<file path="src/rtl/seq1001_tx.sv">
// Serial frame transmitter: sends preamble 1-0-0-1, then the payload MSB-first,
// then GAP idle zeros, one bit per clock on dout.
module seq1001_tx #(
    parameter int unsigned DATA_W = 8,
    parameter int unsigned GAP    = 1,
    parameter int unsigned CNT_W  = 8
) (
    input  logic              clk,
    input  logic              reset,
    input  logic              in_valid,
    input  logic [DATA_W-1:0] in_data,
    output logic              in_ready,
    output logic              dout,
    output logic              tx_active,
    output logic              done,
    output logic [CNT_W-1:0]  frame_cnt
);

    // One bit counter is shared by the preamble, payload and gap phases.
    localparam int unsigned MaxCnt = (DATA_W > GAP) ? ((DATA_W > 4) ? DATA_W : 4)
                                                    : ((GAP > 4) ? GAP : 4);
    localparam int unsigned CW = $clog2(MaxCnt + 1);

    localparam logic [CW-1:0] PreLast  = CW'(4);
    localparam logic [CW-1:0] DataLast = CW'(DATA_W);
    localparam logic [CW-1:0] GapLast  = CW'(GAP);
    localparam logic [CW-1:0] CntOne   = CW'(1);

    localparam logic [1:0] StIdle = 2'd0;
    localparam logic [1:0] StPre  = 2'd1;
    localparam logic [1:0] StData = 2'd2;
    localparam logic [1:0] StGap  = 2'd3;

    logic [1:0]        state_q, state_d;
    logic [CW-1:0]     cnt_q, cnt_d;
    logic [DATA_W-1:0] shreg_q, shreg_d;
    logic              dout_q, dout_d;
    logic              tx_active_q, tx_active_d;
    logic              done_q, done_d;
    logic [CNT_W-1:0]  frame_cnt_q, frame_cnt_d;

    assign in_ready  = (state_q == StIdle);
    assign dout      = dout_q;
    assign tx_active = tx_active_q;
    assign done      = done_q;
    assign frame_cnt = frame_cnt_q;

    // Outputs are registered, so each branch computes the bit for the next cycle.
    always_comb begin
        state_d     = state_q;
        cnt_d       = cnt_q;
        shreg_d     = shreg_q;
        dout_d      = 1'b0;
        tx_active_d = 1'b0;
        done_d      = 1'b0;
        frame_cnt_d = frame_cnt_q;
        case (state_q)
            StIdle: begin
                if (in_valid) begin
                    state_d     = StPre;
                    cnt_d       = CntOne;
                    shreg_d     = in_data;
                    dout_d      = 1'b1;
                    tx_active_d = 1'b1;
                end
            end
            StPre: begin
                tx_active_d = 1'b1;
                if (cnt_q == PreLast) begin
                    state_d = StData;
                    cnt_d   = CntOne;
                    dout_d  = shreg_q[DATA_W-1];
                    shreg_d = shreg_q << 1;
                end else begin
                    dout_d = (cnt_q == CW'(3));
                    cnt_d  = cnt_q + CntOne;
                end
            end
            StData: begin
                if (cnt_q == DataLast) begin
                    done_d      = 1'b1;
                    frame_cnt_d = frame_cnt_q + CNT_W'(1);
                    if (GAP > 0) begin
                        state_d = StGap;
                        cnt_d   = CntOne;
                    end else begin
                        state_d = StIdle;
                        cnt_d   = '0;
                    end
                end else begin
                    tx_active_d = 1'b1;
                    dout_d      = shreg_q[DATA_W-1];
                    shreg_d     = shreg_q << 1;
                    cnt_d       = cnt_q + CntOne;
                end
            end
            StGap: begin
                if (cnt_q == GapLast) begin
                    state_d = StIdle;
                    cnt_d   = '0;
                end else begin
                    cnt_d = cnt_q + CntOne;
                end
            end
            default: begin
                state_d = StIdle;
                cnt_d   = '0;
            end
        endcase
    end

    always_ff @(posedge clk or posedge reset) begin
        if (reset) begin
            state_q     <= StIdle;
            cnt_q       <= '0;
            shreg_q     <= '0;
            dout_q      <= 1'b0;
            tx_active_q <= 1'b0;
            done_q      <= 1'b0;
            frame_cnt_q <= '0;
        end else begin
            state_q     <= state_d;
            cnt_q       <= cnt_d;
            shreg_q     <= shreg_d;
            dout_q      <= dout_d;
            tx_active_q <= tx_active_d;
            done_q      <= done_d;
            frame_cnt_q <= frame_cnt_d;
        end
    end

endmodule
</file>
<file path="config.mk">
export PLATFORM = sky130hd
export DESIGN_NAME = seq1001_tx
export DESIGN_NICKNAME = d
export VERILOG_FILES = /design/src/rtl/seq1001_tx.sv
export SDC_FILE = /design/constraint.sdc
export NUM_CORES = 1
export LEC_CHECK = 0
export CAP_MARGIN = 10
export CORE_MARGIN = 2
export CORE_UTILIZATION = 56
export CTS_BUF_LIST = sky130_fd_sc_hd__clkbuf_16
export DETAILED_ROUTE_END_ITERATION = 12
export PLACE_DENSITY = 0.91
export SYNTH_ARGS = -nofsm -noshare
export SYNTH_HDL_FRONTEND = slang
export SYNTH_SLANG_ARGS = --single-unit
</file>
<file path="constraint.sdc">
create_clock -name clk -period 3.35 [get_ports clk]
set_clock_uncertainty 0.15 [all_clocks]
set_input_delay 0.5025 -clock clk [delete_from_list [all_inputs] [get_ports clk]]
set_output_delay 0.5025 -clock clk [all_outputs]
set_load 0.02 [all_outputs]
</file>
Word level (Yosys, flattened, before mapping)
Cells that the tools add are included.

Memory bits (writable): 0. Register bits: 25. Output and inout bits: 12. Input port bits: 11. Bits in latches: 0. Memories kept: 0. Bits in read-only memories: 0. Logic and storage cells: 48.

Equal/unequal tests: 12. Shift operators: 0. Multipliers: 0. Bitwise gates (word level): 0. Divide/modulo/power cells: 0. Add/sub/neg operators: 2. Muxes and demuxes: 22. Reduce and logical (&&, ||, !) cells: 5. Magnitude comparators: 0.

Operators with widths (number): $mux 8 (3); $pmux 8 s3 (1); $mux 4 (4); $pmux 4 s4 (1); $ne 2x2->1 const B (5); $add 8x1->8 const B (1); $mux 2 (4); $pmux 2 s4 (1); $reduce_and 4->1 (2); $mux 1 (6); $pmux 1 s3 (2); $add 4x1->4 const B (1); $eq 2x2->1 const B (2); $eq 4x1->1 const B (1); $eq 4x2->1 const B (1); $eq 4x3->1 const B (1); $eq 4x4->1 const B (1); $reduce_bool 3->1 (1); $eq 2x1->1 const B (1); $logic_not 2->1 (1); $reduce_and 2->1 (1).

Longest topological paths before layout
Depth in word-level cells: 3. Gate-level depth with buffers: 9. Mapped depth without buffers: 7.

Least setup slack after synthesis
Ideal clock, no wire load.

Path type: reg2reg. Start: reg state_q[0]. End: reg state_q[1]. Required time: 3.075 ns. Arrival: 1.928 ns. Cell stages (with the launch flop): 6. Library setup time: 0.125 ns. Path buffers: 0. Clock period less this slack: 2.203 ns. Setup slack: 1.147 ns. Path through: dfrtp_1 ha_1 or4b_4 a32oi_4 and2_4 mux2_4.

Cells in the longest elaborated chain, start to end: 3. Elaborated cells on any way between the ends: 10. Classes of those cells: eq/ne: 7; mux: 1; reduce/logical: 2.

RTL lines: start, declared (line 34) `logic [1:0] state_q, state_d;`; start signal, assigned (line 114) `state_q <= StIdle;`; start signal, assigned (line 122) `state_q <= state_d;`; $eq 2x2->1, or another cell as far along (line 57) `case (state_q)`; $ne 2x2->1 (no line); $reduce_and 4->1 (no line).

Parallel ways exist; a longest one is shown, timed or not. A chain may end at the register's enable or synchronous reset.

Worst setup path after layout
Start: reg state_q[0]. End: out in_ready.

Cells in the longest elaborated chain, start to end: 1.

RTL lines: $logic_not 2->1 (line 42) `assign in_ready = (state_q == StIdle);`; end, declared (line 12) `output logic in_ready,`.

No other way between the ends.

==> metrics.txt <==
cts repair resizes 0; drc violations 0; Yosys cell types 39; worst hold-check path type flop to flop; post-synth top area share between 40 and 50%; n_diodes 0; Core Region 2432 µm²; leak pwr 0.7532 nW; CTS root buf clkbuf_16; vias a little over 1,000; Seq/Total Area, Yosys between 40% and 50%; DR pass1 iterations 4; die area 2931 µm²; max_cap viols 0; I/O pin count 23; clock sink count 25; CTS clock-pin slew for the worst setup and hold paths 0.07 ns; RSZ-0062 raised after global routing false; outcome complete, no violations; Slew Viols, Final 0; post-CTS setup buffers 0; reg2reg setup slack 0.91 ns; critical path type flop to primary output; htree depth 1; vias per cell 5.589; largest net degree at the start of global routing 26; Final period util between 70% and 80%; Worst-Skew Late Latency between 0.2 and 0.3 ns; FFs w/ async S/R, synth between 90% and 100%; DP Wirelength 2.104 mm; setup violators final 0; power density cells between 900 and 1000 nW/µm²; Synth-to-Final Area Change 20.89%; Die W 54.14 µm; Warnings, synthesis 0; max_slew headroom a little under two fifths; Syn Nets 150; Yosys reg bits 25; total power roughly 1.6 mW; Final Hold Viols 0; Initial Utilization between 50 and 60%; cell taking the most area after synthesis dfrtp_1; Fin Setup TNS 0 ns; CP Capture Type primary output; data required time of the worst path 2.70 ns; fill cell count ~190; cts bufs inserted 3; fin nets 171; initial antenna violation count 0; total wire length 2.799 mm; EDFF count, synth 0; CP arrival 1.86 ns; Hold WS between 0.3 and 0.4 ns; share of cells above drive strength 1 between 10% and 20%; Crit Path Max Fanout 12; Die Ht 54.14 µm; Period minus WS final around 2.5 ns; clock buffer depth 2; Max IR drop VDD between 0.6 and 0.7 mV; post-route ant nets 0; first-pass GRT wire length 4.402 mm; remaining global-route overflow 0; Mapped Cells 130; top_reg_cell synth dfrtp_1; Startpoint Class flop; # rows 18; Tightest Pin Transition 0.9389 ns; Mapped Avg Cell Area 10.83 µm²; PortBufs 22; Peak Freq around 400 MHz; DR iter-0 viols 29; vias in the first global route 965; Syn Std Cell Area 1408 µm²; CTS tree built; drt wl/cell approximately 16 µm; GPL Wtd Cong 0.8734; Synth area leaders dfrtp_1 (44%), ha_1 (8.0%), mux2i_1 (5.0%), a21oi_1 (3.6%), nor2_1 (3.5%); Hold Buf Count CTS 0; Total GRT Usage 21.29%
-- where the power goes --
| group | switching (mW) | internal [mW] | total, mW | leakage, nW |
|---|---|---|---|---|
| Combinational | 0.437 | 0.401 | 0.838 | 0.400 |
| Clock | 0.111 | 0.162 | 0.273 | 0.0371 |
| Sequential | 0.0811 | 0.400 | 0.481 | 0.316 |
-- worst max-delay path, stage by stage (launching register included) --
cell and delay [ns]:
dfrtp_1 0.42, inv_1 0.10, ha_1 0.40, clkdlybuf4s50_1 0.68
-- cell families after synthesis --
group | synth area share (%)
flops | 44.44
simple gates | 15.82
xor+xnor | 4.978
fa+ha+maj | 8.000
compound gates | 15.29
mux | 6.044
buf+inv | 5.421
-- metrics by stage --
step                util [%]  cell area, µm²  worst slack, ns  instances
floorplan                  -            1408            1.147        130
global placement       66.56            1619            1.022        176
detailed placement     66.56            1619           0.8872        176
CTS                    69.96            1702           0.8307        180
global route           69.96            1702           0.6921        180
finish                 69.96            1702           0.8350        180
-- cells in the mapped netlist, types with 2 or more instances --
master	instances
nand3_1	5
o31ai_1	2
ha_1	9
or3b_2	2
a21oi_1	10
xnor2_1	3
dfrtp_1	25
nor3_1	2
o21ai_0	3
buf_6	3
inv_1	7
xor2_1	5
mux2i_1	7
nand3b_1	3
nand2_1	7
nor2_1	13
nor2b_1	2
-- worst paths after layout --
kind | start | end | cells past startpoint
worst max register to register | state_q[0] | shreg_q[6] | 7
max in group asynchronous | reset | cnt_q[2] | 2
min in group asynchronous | reset | frame_cnt[7] | 2
worst max-delay path | state_q[0] | in_ready | 3
worst min register to register | frame_cnt[7] | frame_cnt[7] | 1
worst min-delay path | frame_cnt[7] | frame_cnt[7] | 1
-- sequential cells by signal, summed over array words and instances (netlist names) --
signal	flops
shreg_q	8
state_q	2
dout	1
done	1
cnt_q	4
frame_cnt	8
tx_active	1
-- layer usage --
metal  up-vias  routed length (µm)  global-route usage, %
met2        25                1477                  36.35
met1       482                1162                  26.53
met3         6                 107                  1.944
met5         -                   0                      0
li1        493                   -                      -
met4         0                  52                  10.83
-- layout by cell type, fill, tap and decap left out, types with 2 or more instances in the layout --
master / netlist / routed
a21oi_1: 10 / 10
clkbuf_16: 0 / 3
clkdlybuf4s50_1: 0 / 22
dfrtp_1: 25 / 25
ha_1: 9 / 9
inv_1: 7 / 7
mux2i_1: 7 / 7
nand2_1: 7 / 7
nand3_1: 5 / 5
nand3b_1: 3 / 3
nor2_1: 13 / 13
nor2b_1: 2 / 2
nor3_1: 2 / 2
o21ai_0: 3 / 3
o31ai_1: 2 / 2
or3b_2: 2 / 2
xnor2_1: 3 / 3
xor2_1: 5 / 5
-- layout make-up --
class	count	area (µm²)	area share, %
clock inverters	1	7.507	0.4412
multi-input cells	91	705.7	41.47
inverters	8	30.03	1.765
repair buffers	22	220.2	12.94
flip-flops and latches	25	625.6	36.76
clock buffers	3	75.07	4.412
well taps	30	37.54	2.206
(Power assumes the default switching activity.)
